==> src/rtl/mem_port_arbiter_if.sv <==
//------------------------------------------------------------------------------
// mem_port_arbiter_if
//------------------------------------------------------------------------------
// Bundles the three buses that meet at the memory port arbiter:
//   - core port  : cpu_rd, cpu_wr, cpu_addr, cpu_wdata -> cpu_rdata, cpu_ack,
//                  cpu_stall
//   - DMA port   : dma_req, dma_we, dma_addr, dma_wdata -> dma_rdata, dma_ack
//   - memory port: mem_addr, mem_wdata, mem_re, mem_we <- mem_rdata
// Modports:
//   slave  : the arbiter's view (requests and read data in, strobes/acks out)
//   master : the environment's view (core, DMA engine and memory together)
// Revision: 1.0 - initial release
//------------------------------------------------------------------------------
`default_nettype none

interface mem_port_arbiter_if #(
  parameter int AW = 32,
  parameter int DW = 32
);
  // Core side
  logic          cpu_rd;
  logic          cpu_wr;
  logic [AW-1:0] cpu_addr;
  logic [DW-1:0] cpu_wdata;
  logic [DW-1:0] cpu_rdata;
  logic          cpu_ack;
  logic          cpu_stall;
  // DMA / loader side
  logic          dma_req;
  logic          dma_we;
  logic [AW-1:0] dma_addr;
  logic [DW-1:0] dma_wdata;
  logic [DW-1:0] dma_rdata;
  logic          dma_ack;
  // Memory side
  logic [AW-1:0] mem_addr;
  logic [DW-1:0] mem_wdata;
  logic          mem_re;
  logic          mem_we;
  logic [DW-1:0] mem_rdata;

  modport slave (
    input  cpu_rd, cpu_wr, cpu_addr, cpu_wdata,
    output cpu_rdata, cpu_ack, cpu_stall,
    input  dma_req, dma_we, dma_addr, dma_wdata,
    output dma_rdata, dma_ack,
    output mem_addr, mem_wdata, mem_re, mem_we,
    input  mem_rdata
  );

  modport master (
    output cpu_rd, cpu_wr, cpu_addr, cpu_wdata,
    input  cpu_rdata, cpu_ack, cpu_stall,
    output dma_req, dma_we, dma_addr, dma_wdata,
    input  dma_rdata, dma_ack,
    input  mem_addr, mem_wdata, mem_re, mem_we,
    output mem_rdata
  );
endinterface

`default_nettype wire

==> src/rtl/mem_port_arbiter.sv <==
//------------------------------------------------------------------------------
// mem_port_arbiter
//------------------------------------------------------------------------------
// Shares one unified instruction/data memory between the multi-cycle core and
// a DMA/loader port. Every access takes a grant cycle (IDLE), an issue cycle
// (strobe to memory) and a response cycle (ack, read data valid). The core has
// priority; a saturating wait counter lets a starved DMA win after MAX_WAIT
// cycles of waiting.
// Ports:
//   clk  - clock, rising edge
//   rst  - asynchronous reset, active-high
//   bus  - mem_port_arbiter_if.slave (core, DMA and memory buses)
// Revision: 1.0 - initial release
//------------------------------------------------------------------------------
`default_nettype none

module mem_port_arbiter #(
  parameter int AW       = 32,
  parameter int DW       = 32,
  parameter int MAX_WAIT = 8
) (
  input  logic                clk,
  input  logic                rst,
  mem_port_arbiter_if.slave   bus
);

  localparam int             WCW      = (MAX_WAIT < 1) ? 1 : $clog2(MAX_WAIT + 1);
  localparam logic [WCW-1:0] WAIT_MAX = WCW'(MAX_WAIT);

  typedef enum logic [2:0] {
    IDLE    = 3'd0,
    CPU_ISS = 3'd1,
    CPU_RSP = 3'd2,
    DMA_ISS = 3'd3,
    DMA_RSP = 3'd4
  } state_t;

  state_t         state_q;
  logic [WCW-1:0] wait_cnt_q;
  logic [WCW-1:0] wait_cnt_d;
  // The memory-side address/data registers double as the request latch: they
  // are loaded only at the grant edge, so later payload changes are ignored.
  logic [AW-1:0]  mem_addr_q;
  logic [DW-1:0]  mem_wdata_q;
  logic           we_q;        // latched direction, 1 = write
  logic           mem_re_q;
  logic           mem_we_q;
  logic           cpu_ack_q;
  logic           dma_ack_q;
  logic [DW-1:0]  cpu_rdata_q;
  logic [DW-1:0]  dma_rdata_q;

  logic           cpu_req_w;
  logic           dma_busy_w;
  logic           grant_dma_d;
  logic           grant_cpu_d;

  always_comb begin
    cpu_req_w   = bus.cpu_rd | bus.cpu_wr;
    dma_busy_w  = (state_q == DMA_ISS) || (state_q == DMA_RSP);
    // A starved DMA overrides core priority; otherwise DMA only gets idle slots.
    grant_dma_d = (state_q == IDLE) && bus.dma_req &&
                  ((wait_cnt_q == WAIT_MAX) || !cpu_req_w);
    grant_cpu_d = (state_q == IDLE) && !grant_dma_d && cpu_req_w;

    wait_cnt_d = wait_cnt_q;
    if (!bus.dma_req || grant_dma_d) begin
      wait_cnt_d = '0;
    end else if (!dma_busy_w && (wait_cnt_q != WAIT_MAX)) begin
      wait_cnt_d = wait_cnt_q + 1'b1;
    end
  end

  always_ff @(posedge clk or posedge rst) begin
    if (rst) begin
      state_q     <= IDLE;
      wait_cnt_q  <= '0;
      mem_addr_q  <= '0;
      mem_wdata_q <= '0;
      we_q        <= 1'b0;
      mem_re_q    <= 1'b0;
      mem_we_q    <= 1'b0;
      cpu_ack_q   <= 1'b0;
      dma_ack_q   <= 1'b0;
      cpu_rdata_q <= '0;
      dma_rdata_q <= '0;
    end else begin
      wait_cnt_q <= wait_cnt_d;
      // Strobes and acks are single-cycle pulses by default.
      mem_re_q   <= 1'b0;
      mem_we_q   <= 1'b0;
      cpu_ack_q  <= 1'b0;
      dma_ack_q  <= 1'b0;
      case (state_q)
        IDLE: begin
          if (grant_dma_d) begin
            state_q     <= DMA_ISS;
            mem_addr_q  <= bus.dma_addr;
            mem_wdata_q <= bus.dma_wdata;
            we_q        <= bus.dma_we;
            mem_re_q    <= ~bus.dma_we;
            mem_we_q    <= bus.dma_we;
          end else if (grant_cpu_d) begin
            // cpu_rd and cpu_wr together resolve to a write.
            state_q     <= CPU_ISS;
            mem_addr_q  <= bus.cpu_addr;
            mem_wdata_q <= bus.cpu_wdata;
            we_q        <= bus.cpu_wr;
            mem_re_q    <= ~bus.cpu_wr;
            mem_we_q    <= bus.cpu_wr;
          end
        end
        CPU_ISS: begin
          state_q   <= CPU_RSP;
          cpu_ack_q <= 1'b1;
        end
        CPU_RSP: begin
          state_q <= IDLE;
          if (!we_q) cpu_rdata_q <= bus.mem_rdata;
        end
        DMA_ISS: begin
          state_q   <= DMA_RSP;
          dma_ack_q <= 1'b1;
        end
        DMA_RSP: begin
          state_q <= IDLE;
          if (!we_q) dma_rdata_q <= bus.mem_rdata;
        end
        default: state_q <= IDLE;
      endcase
    end
  end

  // Memory read data arrives during the response cycle, so it is forwarded
  // straight through while ack is high and captured for holding afterwards.
  assign bus.cpu_rdata = ((state_q == CPU_RSP) && !we_q) ? bus.mem_rdata : cpu_rdata_q;
  assign bus.dma_rdata = ((state_q == DMA_RSP) && !we_q) ? bus.mem_rdata : dma_rdata_q;
  assign bus.cpu_ack   = cpu_ack_q;
  assign bus.dma_ack   = dma_ack_q;
  assign bus.cpu_stall = cpu_req_w & ~cpu_ack_q;
  assign bus.mem_addr  = mem_addr_q;
  assign bus.mem_wdata = mem_wdata_q;
  assign bus.mem_re    = mem_re_q;
  assign bus.mem_we    = mem_we_q;

endmodule

`default_nettype wire

==> src/flat_wrapper.sv <==
// flat-port wrapper written by rule: the top's interface ports become plain ports
module mem_port_arbiter_flat 
#(
  parameter int AW       = 32,
  parameter int DW       = 32,
  parameter int MAX_WAIT = 8
)
  (clk, rst, bus_cpu_rd, bus_cpu_wr, bus_cpu_addr, bus_cpu_wdata, bus_cpu_rdata, bus_cpu_ack, bus_cpu_stall, bus_dma_req, bus_dma_we, bus_dma_addr, bus_dma_wdata, bus_dma_rdata, bus_dma_ack, bus_mem_addr, bus_mem_wdata, bus_mem_re, bus_mem_we, bus_mem_rdata);
  mem_port_arbiter_if #(.AW(AW), .DW(DW)) bus_i ();
  input  logic clk;
  input  logic rst;
  input wire logic [$bits(bus_i.cpu_rd)-1:0] bus_cpu_rd;
  input wire logic [$bits(bus_i.cpu_wr)-1:0] bus_cpu_wr;
  input wire logic [$bits(bus_i.cpu_addr)-1:0] bus_cpu_addr;
  input wire logic [$bits(bus_i.cpu_wdata)-1:0] bus_cpu_wdata;
  output wire logic [$bits(bus_i.cpu_rdata)-1:0] bus_cpu_rdata;
  output wire logic [$bits(bus_i.cpu_ack)-1:0] bus_cpu_ack;
  output wire logic [$bits(bus_i.cpu_stall)-1:0] bus_cpu_stall;
  input wire logic [$bits(bus_i.dma_req)-1:0] bus_dma_req;
  input wire logic [$bits(bus_i.dma_we)-1:0] bus_dma_we;
  input wire logic [$bits(bus_i.dma_addr)-1:0] bus_dma_addr;
  input wire logic [$bits(bus_i.dma_wdata)-1:0] bus_dma_wdata;
  output wire logic [$bits(bus_i.dma_rdata)-1:0] bus_dma_rdata;
  output wire logic [$bits(bus_i.dma_ack)-1:0] bus_dma_ack;
  output wire logic [$bits(bus_i.mem_addr)-1:0] bus_mem_addr;
  output wire logic [$bits(bus_i.mem_wdata)-1:0] bus_mem_wdata;
  output wire logic [$bits(bus_i.mem_re)-1:0] bus_mem_re;
  output wire logic [$bits(bus_i.mem_we)-1:0] bus_mem_we;
  input wire logic [$bits(bus_i.mem_rdata)-1:0] bus_mem_rdata;
  assign bus_i.cpu_rd = bus_cpu_rd;
  assign bus_i.cpu_wr = bus_cpu_wr;
  assign bus_i.cpu_addr = bus_cpu_addr;
  assign bus_i.cpu_wdata = bus_cpu_wdata;
  assign bus_cpu_rdata = bus_i.cpu_rdata;
  assign bus_cpu_ack = bus_i.cpu_ack;
  assign bus_cpu_stall = bus_i.cpu_stall;
  assign bus_i.dma_req = bus_dma_req;
  assign bus_i.dma_we = bus_dma_we;
  assign bus_i.dma_addr = bus_dma_addr;
  assign bus_i.dma_wdata = bus_dma_wdata;
  assign bus_dma_rdata = bus_i.dma_rdata;
  assign bus_dma_ack = bus_i.dma_ack;
  assign bus_mem_addr = bus_i.mem_addr;
  assign bus_mem_wdata = bus_i.mem_wdata;
  assign bus_mem_re = bus_i.mem_re;
  assign bus_mem_we = bus_i.mem_we;
  assign bus_i.mem_rdata = bus_mem_rdata;
  mem_port_arbiter #(.AW(AW), .DW(DW), .MAX_WAIT(MAX_WAIT)) u_core (.clk(clk), .rst(rst), .bus(bus_i));
endmodule
==> config.mk <==
export PLATFORM = sky130hd
export DESIGN_NAME = mem_port_arbiter_flat
export DESIGN_NICKNAME = d
export VERILOG_FILES = /design/src/rtl/mem_port_arbiter_if.sv /design/src/rtl/mem_port_arbiter.sv /design/src/flat_wrapper.sv
export SDC_FILE = /design/constraint.sdc
export NUM_CORES = 1
export LEC_CHECK = 0
export CORE_UTILIZATION = 40
export DETAILED_ROUTE_END_ITERATION = 7
export PLACE_DENSITY_LB_ADDON = 0.12
export SYNTH_ARGS = -nofsm -noshare
export SYNTH_HDL_FRONTEND = slang
export SYNTH_SLANG_ARGS = --single-unit
export TNS_END_PERCENT = 20
==> constraint.sdc <==
create_clock -name clk -period 5.7 [get_ports clk]
set_input_delay 0.57 -clock clk [delete_from_list [all_inputs] [get_ports clk]]
set_output_delay 0.57 -clock clk [all_outputs]
set_load 0.02 [all_outputs]
== Yosys cells after proc, flatten, opt, wreduce, memory -nomap -nowiden ==
Cells that the tools add are included.
Word-level totals
  flip-flop bits (word level): 140
  input bits: 166
  output and inout port bits: 133
  word-level logic and storage cells: 67
Cells by class
  add/sub/neg operators: 1
  equal/unequal tests: 7
  mux-type cells: 21
  bitwise gates (word level): 6
  reductions and logical operators: 21
Operators by type and width (number)
  two-way mux 32 bit: 6
  two-way mux 1 bit: 10
  case mux 3 bit (3 select lines): 1
  two-way mux 4 bit: 2
  logical AND 1 bit: 7
  equality test 3 x 2 -> 1 bit, second input constant: 2
  two-way mux 3 bit: 2
  AND reduction 2 bit: 3
  logical NOT 1 bit: 5
  adder 4 x 1 -> 4 bit, second input constant: 1
  equality test 4 bit, second input constant: 1
  != test 4 bit, second input constant: 1
  inverter 1 bit: 4
  nonzero test 2 bit: 2
  equality test 3 x 1 -> 1 bit, second input constant: 1
  equality test 3 bit, second input constant: 1
  logical NOT 3 bit: 1
  logical OR 1 bit: 3
  != test 3 x 1 -> 1 bit, second input constant: 1
  bitwise AND 1 bit: 1
  OR 1 bit: 1

== Depth between registers and ports, before layout ==
  depth after elaboration: 10
  mapped depth: 9
  gate-level depth less buffers: 6

== Worst setup path after synthesis ==
OpenSTA, ideal clock, no wires.
  path type: reg-to-output
  from: register u_core.state_q[0]
  to: output bus_cpu_rdata[19]
  data arrival time: 1.511 ns
  slack: 3.619 ns
  stages on the path, launching flop included: 5
  path buffers: 2
  cells stage by stage: dfrtp_1 > buf_6 > nor4b_4 > buf_2 > mux2_1
On the way
  longest elaborated chain between the ends: 3
Ends and longest elaborated chain
  start: declaration: line mem_port_arbiter.sv:38  | state_t state_q;
  start signal: assignment: line mem_port_arbiter.sv:76  | state_q <= IDLE;
  start signal: assignment: line mem_port_arbiter.sv:97  | state_q <= DMA_ISS;
  start signal: assignment: line mem_port_arbiter.sv:105  | state_q <= CPU_ISS;
  equality test 3 x 2 -> 1 bit: line mem_port_arbiter.sv:136  | assign bus.cpu_rdata = ((state_q == CPU_RSP) && !we_q) ? bus.mem_rdata : cpu_rdata_q;
  logical AND 1 bit: line mem_port_arbiter.sv:136
  two-way mux 32 bit: line mem_port_arbiter.sv:136
  end: declaration: line flat_wrapper.sv:16  | output wire logic [$bits(bus_i.cpu_rdata)-1:0] bus_cpu_rdata;
No other way between the ends.

== Worst setup path in the final report ==
  from: register u_core.state_q[2]
  to: output bus_dma_rdata[10]
On the way
  longest elaborated chain between the ends: 3
Ends and longest elaborated chain
  equality test 3 bit: line mem_port_arbiter.sv:137  | assign bus.dma_rdata = ((state_q == DMA_RSP) && !we_q) ? bus.mem_rdata : dma_rdata_q;
  logical AND 1 bit: line mem_port_arbiter.sv:137
  two-way mux 32 bit: line mem_port_arbiter.sv:137
  end: declaration: line flat_wrapper.sv:23  | output wire logic [$bits(bus_i.dma_rdata)-1:0] bus_dma_rdata;
No other way between the ends.

==> reports/results.ini <==
[placement]
place_ws_ps=2660
placed_area_mm2=0.00904
io_buffers=298
gp_congestion=0.841
dp_hpwl_mm=12.7

[drt]
drtIter0Drc=285
vias=5165
ant_nets=0
drt-total-wl_mm=18.0
vias_per_cell=5.06
drtPass1Iterations=5
post_drt_wl_per_cell_um=17.7
route.detailed.drc=0

[floorplan]
die_height_um=124
die_x_um=124
rows=44
fp.coreArea_mm2=0.0145
start_util_pct=41.1
die_area_mm2=0.0154
ios=299

[sta]
setup_viol=0
rsz0062_at_grt=no
max_freq_mhz=304
setup_slack_ps=2410
worstMarginPinSlew_ps=793
drv_slew=0
post-route-period-util_pct=57.8
hold_viol=0
max_slew_margin_pct=47.2
clock_skew_ps=6.39
tns_ps=0
period_needed_ps=3290

[synthesis]
synth_common_cells=dfrtp_1, a21oi_1, nor2_1, nand2_1, mux2_2
synth_most_common_cell=dfrtp_1
synthesis.nets=709
yosysTopAreaCell=dfrtp_1
synth-edff-count=0
synth_area_per_cell_um2=11.0
synth_top_area_share_pct=58.6
synth_warnings=0
synth_area_mm2=0.00598
ys_seq_area_share_pct=58.6
ys_seq_elements=140
synth_area_leaders=dfrtp_1, mux2_2, a21oi_1
async_flop_share_pct=100
synthDistinctLibCells=32
synth_ff_type=dfrtp_1
synth_cells=541

[global_route]
antenna_found_initial=0
globalRouteTotalUtil_pct=23.8
grt_pass1_vias=5400
grt_pass1_wl_mm=28.7
grt.overflow.total=0
grt_max_degree=88

[setup_path]
r2r_setup_slack_ps=3180
arrival_ps=2720
end_kind=primary output
critPathKind=reg2out
r2r-start=u_core.state_q[0]$_DFFE_PP0P_
crit_path_start_kind=flip-flop
crit_start=u_core.state_q[2]$_DFFE_PP0P_
critPathRequiredTime_ps=5130
reg2reg_depth=5
setup.worst_path.end=bus_dma_rdata[10]
critPathMaxFanout=32
rr_endpoint=u_core.bus.mem_wdata[4]$_DFFE_PP0P_

[clocking]
clk_latency_ps=410
cts_num_sinks=140
ctsResizeCount=0
clk_pin_slew_ps=50
cts.path.max_buffers=2
htree_levels=4
numCtsBuffers=17
post_cts_buffers=0
hold_buffers=0
cts_root_buf=clkbuf_16
cts_tree=yes

[finish]
fillCellCount=1132
antenna_cells=0
nNetsFinal=995
utilization_pct=65.6
final_area_mm2=0.00954
areaGrowthSynthToFinish_pct=59.7
drive_above_1_share_pct=12.9

[min_path]
hold_class=reg2reg

[flow_run]
drv_cap=0

[pwr]
power_density_mw_per_mm2=589
finalPower_mw=5.62
leakage_nw=4.10
vdd.ir_drop.worst_mv=0.244

[outcome]
outcome=finished clean

[registers in the layout, summed over array words and instances, names as in the netlist]
register and cells:
u_core.bus.cpu_ack 1, u_core.bus.mem_we 1, u_core.state_q 3, u_core.dma_rdata_q 32
u_core.bus.dma_ack 1, u_core.wait_cnt_q 4, u_core.bus.mem_wdata 32, u_core.bus.mem_re 1
u_core.we_q 1, u_core.cpu_rdata_q 32, u_core.bus.mem_addr 32
[power breakdown]
part           internal [mW]  switching, mW  total, mW
combinational           1.39           1.58       2.97
clock                  0.578          0.380      0.958
sequential              1.48          0.224       1.70
[cell usage in the layout, fill, tap and decap left out, types with 2 or more instances in the layout]
| master | instances |
|---|---|
| a211oi_1 | 2 |
| a21oi_1 | 108 |
| a21oi_2 | 20 |
| and3b_1 | 3 |
| buf_4 | 7 |
| clkbuf_1 | 5 |
| clkbuf_16 | 17 |
| clkbuf_8 | 3 |
| clkdlybuf4s50_1 | 298 |
| clkinv_2 | 3 |
| dfrtp_1 | 140 |
| ha_1 | 2 |
| inv_1 | 4 |
| mux2_1 | 15 |
| mux2_2 | 49 |
| nand2_1 | 67 |
| nor2_1 | 73 |
| nor4b_4 | 3 |
| xnor2_1 | 3 |
[per-layer routing]
layer,wire [um],track usage [%],share of wire (%),up-vias
met5,0,0,0,-
met4,529,10.3,2.9,0
met3,1460,8.10,8.1,35
met2,8860,40.1,49,242
met1,7160,27.5,40,2498
li1,-,-,-,2390
[cell type report]
cell class | instances | area (um^2) | share of cell area [%]
sequential | 140 | 3500 | 36.7
clock buffer | 25 | 485 | 5.09
timing repair buffer | 305 | 3040 | 31.8
multi-input combinational | 357 | 2240 | 23.5
inverter | 6 | 27.5 | 0.289
clock inverter | 3 | 15.0 | 0.157
tap | 184 | 230 | 2.41
[cell families (layout without fill, tap and decap cells)]
family                   Yosys count  count (layout)  share of synthesized area (%)
multiplexers                      65              65                           12.2
XOR/XNOR                           3               3                          0.440
AND/OR/NAND/NOR                  151             151                           10.9
AO/OA/AOI/OAI                    136             136                           13.1
buffers and inverters             44             339                           4.27
flip-flops                       140             140                           58.6
adder cells (fa/ha/maj)            2               2                          0.419
[worst min-delay path by stage]
stage	startpoint	endpoint	slack, ps	cells past startpoint
finish	u_core.dma_rdata_q[8]$_DFFE_PP0P_	u_core.dma_rdata_q[8]$_DFFE_PP0P_	480	1
global route	u_core.cpu_rdata_q[20]$_DFFE_PP0P_	u_core.cpu_rdata_q[20]$_DFFE_PP0P_	500	1
CTS	u_core.dma_rdata_q[8]$_DFFE_PP0P_	u_core.dma_rdata_q[8]$_DFFE_PP0P_	490	1
detailed placement	u_core.dma_rdata_q[13]$_DFFE_PP0P_	u_core.dma_rdata_q[13]$_DFFE_PP0P_	470	1
global placement	u_core.cpu_rdata_q[18]$_DFFE_PP0P_	u_core.cpu_rdata_q[18]$_DFFE_PP0P_	460	1
floorplan	u_core.wait_cnt_q[3]$_DFFE_PP0P_	u_core.wait_cnt_q[3]$_DFFE_PP0P_	500	2
[metrics by stage]
step | instances | hold WS (ps)
floorplan | 541 | 502
global route | 1020 | 499
detailed placement | 992 | 471
CTS | 1020 | 485
finish | 1020 | 480
global placement | 992 | 463
[critical path: stages (launching register included)]
cell and delay [ps]:
dfrtp_1 610, nor4b_4 280, buf_4 440, mux2_2 420, clkdlybuf4s50_1 550
No activity file was read; power rests on OpenSTA's default activity.
